## src/rtl/divider_radix2_responder.sv

```systemverilog
// Iterative unsigned restoring divider on the execute-stage valid/done handshake.
// Produces one quotient bit per cycle; c = {remainder, quotient}, done pulses once.
module divider_radix2_responder #(
  parameter int unsigned WIDTH = 64
) (
  input  logic                 clk,
  input  logic                 reset,
  input  logic                 valid,
  input  logic [WIDTH-1:0]     a,
  input  logic [WIDTH-1:0]     b,
  output logic [2*WIDTH-1:0]   c,
  output logic                 done
);

  localparam int unsigned CW = $clog2(WIDTH) + 1;

  typedef enum logic [1:0] {
    IDLE = 2'd0,
    BUSY = 2'd1,
    DONE = 2'd2
  } state_e;

  state_e               state_q, state_d;
  logic [WIDTH-1:0]     dividend_q, dividend_d;
  logic [WIDTH-1:0]     quot_q, quot_d;
  logic [WIDTH-1:0]     divisor_q, divisor_d;
  logic [WIDTH:0]       rem_q, rem_d;
  logic [CW-1:0]        cnt_q, cnt_d;
  logic [2*WIDTH-1:0]   c_q, c_d;
  logic                 done_q, done_d;

  logic [WIDTH:0]       trial;
  logic                 trial_ge;
  logic [WIDTH:0]       trial_diff;
  logic [WIDTH:0]       step_rem;
  logic [WIDTH-1:0]     step_quot;

  // One restoring step: bring down the next dividend bit and try to subtract.
  assign trial      = {rem_q[WIDTH-1:0], dividend_q[WIDTH-1]};
  assign trial_ge   = (trial >= {1'b0, divisor_q});
  assign trial_diff = trial - {1'b0, divisor_q};
  assign step_rem   = trial_ge ? trial_diff : trial;
  assign step_quot  = {quot_q[WIDTH-2:0], trial_ge};

  always_ff @(posedge clk) begin
    if (!reset) begin
      state_q    <= IDLE;
      dividend_q <= '0;
      quot_q     <= '0;
      divisor_q  <= '0;
      rem_q      <= '0;
      cnt_q      <= '0;
      c_q        <= '0;
      done_q     <= 1'b0;
    end else begin
      state_q    <= state_d;
      dividend_q <= dividend_d;
      quot_q     <= quot_d;
      divisor_q  <= divisor_d;
      rem_q      <= rem_d;
      cnt_q      <= cnt_d;
      c_q        <= c_d;
      done_q     <= done_d;
    end
  end

  // Next-state and datapath; done_d is asserted only on the transition into DONE.
  always_comb begin
    state_d    = state_q;
    dividend_d = dividend_q;
    quot_d     = quot_q;
    divisor_d  = divisor_q;
    rem_d      = rem_q;
    cnt_d      = cnt_q;
    c_d        = c_q;
    done_d     = 1'b0;
    case (state_q)
      IDLE: begin
        if (valid) begin
          dividend_d = a;
          divisor_d  = b;
          quot_d     = '0;
          rem_d      = '0;
          cnt_d      = '0;
          state_d    = BUSY;
        end
      end
      BUSY: begin
        if (!valid) begin
          state_d = IDLE;
        end else begin
          rem_d      = step_rem;
          quot_d     = step_quot;
          dividend_d = {dividend_q[WIDTH-2:0], 1'b0};
          cnt_d      = cnt_q + CW'(1);
          if (cnt_q == CW'(WIDTH - 1)) begin
            c_d     = {step_rem[WIDTH-1:0], step_quot};
            done_d  = 1'b1;
            state_d = DONE;
          end
        end
      end
      DONE: begin
        state_d = IDLE;
      end
      default: begin
        state_d = IDLE;
      end
    endcase
  end

  assign c    = c_q;
  assign done = done_q;

endmodule

```

## config.mk

```make
export PLATFORM = sky130hd
export DESIGN_NAME = divider_radix2_responder
export DESIGN_NICKNAME = d
export VERILOG_FILES = /design/src/rtl/divider_radix2_responder.sv
export SDC_FILE = /design/constraint.sdc
export NUM_CORES = 1
export LEC_CHECK = 0
export ABC_CLOCK_PERIOD_IN_PS = 7600
export CAP_MARGIN = 20
export CORE_UTILIZATION = 55
export CTS_BUF_LIST = sky130_fd_sc_hd__clkbuf_8
export DETAILED_ROUTE_END_ITERATION = 10
export GPL_TIMING_DRIVEN = 1
export PLACE_DENSITY = 0.8
export SYNTH_ARGS = -nofsm -noshare
export SYNTH_HDL_FRONTEND = slang
export SYNTH_SLANG_ARGS = --single-unit
export TNS_END_PERCENT = 20
```

## constraint.sdc

```tcl
create_clock -name clk -period 7.6 [get_ports clk]
set_input_delay 1.14 -clock clk [delete_from_list [all_inputs] [get_ports clk]]
set_output_delay 1.14 -clock clk [all_outputs]
set_load 0.01 [all_outputs]
```

==> metrics.md <==
| Metric | Value |
|---|---|
| Tcrit/Tclk final | `a little over half` |
| RD Place Congestion | `0.956` |
| Logic pwr share | `11.2%` |
| Xor/xnor share of the synthesized area | `under 10%` |
| Hold Path Class | `reg2reg` |
| Slew Limit Fails | `0` |
| CTS Root Cell | `clkbuf_8` |
| Worst setup EP type | `flop` |
| Met3 WL | `between 3 and 4 mm` |
| Design Power | `between 4 and 5 mW` |
| Share of layout cells above drive strength 1 | `about 5.7%` |
| Post-synthesis cell count | `2424` |
| Status | `finished, final reports clean` |
| VDD IR max | `~150 µV` |
| Setup-failing EPs final | `0` |
| Vias in the first global route | `16900` |
| CP max FO | `60` |
| Rows | `68` |
| Critical path type | `reg2reg` |
| Most common cell after layout, fill and taps aside | `nand2_1` |
| Post-route design area | `23100 µm²` |
| CP required | `8.15 ns` |
| Worst-skew pair later-pin latency | `0.70 ns` |
| DRC | `0` |
| Maximum clock frequency | `0.243 GHz` |
| RSZ-0062 raised after global routing | `no` |
| Asr flop ratio synth | `0%` |
| All-Layer GR Usage | `29.9%` |
| Post-CTS Resized | `0` |
| Cell variety after synth | `83` |
| Number of max-cap violations | `0` |
| CP max-delay cell | `a2111oi_4` |
| Final Skew | `0.0264 ns` |
| Synthesized cell area | `19400 µm²` |
| Worst slew pin tran | `1.14 ns` |
| Routed met1 length | `24.0 mm` |
| Largest family of logic cells by synthesized area | `compound AO/OA/AOI/OAI gates` |
| Worst relative slew slack | `between 20% and 30%` |
| Clk buf depth | `3` |
| Postcts setup bufs | `0` |
| Seq/Total Area, Yosys | `40.6%` |
| Die Ht | `190 µm` |
| Mux contribution to synthesized area | `5.07%` |
| WL final | `55.3 mm` |
| P_int | `3.21 mW` |
| DR top layer | `met4` |
| Num Clock Sinks | `393` |
| CP startpoint kind | `flop` |
| Final layout net count | `2775` |
| Initial cell density of the core | `56.0%` |
| Min cycle time layout | `4.12 ns` |
| Routed wire per std cell | `18.0 µm` |
| Clk pwr share | `40.1%` |
| Drt pass-1 iters | `5` |
| Post-Route Setup TNS | `0 ns` |
| Die area | `roughly 36000 µm²` |
| Synth Area in Simple Gates | `17.8%` |
| Endpoints failing hold | `0` |
| Total CTS buffers | `61` |
| #FFs+latches synth | `393` |
| Net switching power | `1.18 mW` |
| Antenna viol nets, final | `0` |
| Sw Ratio | `26.9%` |
| Hold_ws | `roughly 0.45 ns` |
| Largest stage delay on the critical path | `around 0.70 ns` |
| Htree depth | `2` |
| Die width | `between 150 and 200 µm` |
| Yosys warnings | `0` |
| Vias per Instance | `a little under 6` |
| Core Area | `34600 µm²` |
| TritonCTS clock tree | `built` |
| Ys flop type | `dfxtp_1` |
| Hold_buf cts | `0` |
| EDFF count, synth | `0` |
| Compound-Gate Fraction of Synth Area | `24.0%` |
| Fillers | `2935` |
| Met2 WL | `~25 mm` |
| PortBufs | `259` |
| Clk slew on worst S/H paths | `0.07 ns` |
| Area delta synth->final | `19.4%` |
| Cell Pwr Density | `190 nW/µm²` |
| Most frequent cells in the layout | `nand2_1, dfxtp_1, a21oi_1` |
| Post-DP Area | `~22000 µm²` |
| Syn nets | `2621` |
| I/O Pins | `260` |
| Sequential power share | `48.6%` |
| Detailed placement HPWL | `37.4 mm` |
| CP cell instances | `ha_1 -> a21oi_1 -> o21a_1 -> o21ai_2 -> a221oi_2 -> o21bai_1 -> a2111oi_4 -> buf_4 -> nand2_8 -> mux2i_1 -> o21ai_0` |
| Total global routing overflow | `0` |
| Arr. time, crit path | `about 4.7 ns` |
| Initial antenna violation count | `1` |
| Largest net degree at the start of global routing | `between 100 and 150` |
| Post-Synth Adder-Cell Area | `4.30%` |
| Leakage | `8.66 nW` |
| Iter 0 DRT Violations | `1361` |
| DR vias | `approximately 18000` |
| Mean area per synthesized cell | `8.00 µm²` |
| First-pass GRT wire length | `just under 90 mm` |
-- metrics by stage --
stage / std cells / utilization, % / setup WS [ns]
floorplan: 2424 / - / 4.49
global placement: 2969 / 63.2 / 3.19
detailed placement: 2969 / 63.2 / 3.17
CTS: 3076 / 66.7 / 3.60
global route: 3078 / 66.8 / 3.34
finish: 3078 / 66.8 / 3.48
-- critical path, delay by kind of cell (launching register included) --
| kind | cells | cell delay, ns |
|---|---|---|
| adders and majority gates | 1 | 0.39 |
| and+or+nand+nor | 1 | 0.32 |
| DFF | 1 | 0.42 |
| muxes | 1 | 0.62 |
| buffers and inverters | 1 | 0.30 |
| AOI/OAI and AO/OA | 7 | 1.82 |
-- area by class of cell --
class,count,area (µm²),share of cell area (%)
multi-input combinational,1755,10400,44.9
clock inverter,31,168,0.725
antenna,1,2.50,0.0108
sequential,393,7870,34.0
timing repair buffer,278,2760,11.9
tap,455,569,2.46
clock buffer,76,1050,4.52
inverter,89,342,1.48
-- cell families after synthesis --
| group | after synthesis |
|---|---|
| flops | 393 |
| xor+xnor | 49 |
| compound gates | 743 |
| simple gates | 799 |
| mux | 98 |
| fa+ha+maj | 66 |
| buf+inv | 276 |
-- final timing paths --
| path | startpoint | endpoint | slack [ns] | cells after the start |
|---|---|---|---|---|
| worst min-delay path | c[54] | c[54] | 0.45 | 2 |
| worst min register to register | c[54] | c[54] | 0.45 | 2 |
| worst max register to register | rem_q[55] | rem_q[16] | 3.48 | 11 |
| worst max-delay path | rem_q[55] | rem_q[16] | 3.48 | 11 |
-- registers in the layout (all words and copies together), names as in the netlist --
| register | cells |
|---|---|
| done | 1 |
| dividend_q | 64 |
| c | 128 |
| state_q | 2 |
| cnt_q | 7 |
| divisor_q | 64 |
| rem_q | 64 |
| quot_q | 63 |
-- power groups by stage --
stage          Sequential [mW]  Clock [mW]  Combinational (mW)
2_1_floorplan             2.17           0               0.332
3_3_place_gp              2.18           0               0.477
3_5_place_dp              2.18           0               0.483
4_1_cts                   2.13        1.80               0.487
5_1_grt                   2.14        1.89               0.542
6_report                  2.13        1.76               0.494
-- synthesized netlist by cell type, types with 4 or more instances --
cell	number	share of area [%]
or3_1	16	0.52
a21oi_1	323	8.3
xor2_1	20	0.90
a22oi_1	6	0.23
or2_2	5	0.16
o21bai_1	22	0.85
nand2b_1	5	0.16
nand2_1	451	8.7
ha_1	65	4.2
nor3_1	21	0.54
buf_6	6	0.35
a31oi_1	10	0.32
a211oi_1	98	3.8
a21o_1	33	1.3
nand4_1	38	1.2
mux2i_1	97	5.0
o21ai_2	4	0.18
and2_1	7	0.23
o31ai_1	11	0.43
o21a_1	11	0.43
o21ai_1	18	0.46
clkbuf_1	133	2.6
nor2b_1	9	0.29
o21ai_0	117	3.0
xnor2_1	29	1.3
a311o_1	4	0.21
nor2_1	140	2.7
dfxtp_1	393	41
buf_4	4	0.15
nand3_1	83	2.1
buf_1	18	0.35
a32oi_1	15	0.68
and3_1	8	0.26
buf_2	23	0.59
inv_1	89	1.7
o211ai_1	16	0.62
-- routing by layer --
metal / GRT usage [%] / vias up
met3: 4.85 / 132
li1: - / 8836
met2: 48.1 / 609
met5: 0 / -
met4: 14.6 / 0
met1: 39.1 / 8487
No activity file was read; power rests on OpenSTA's default activity.
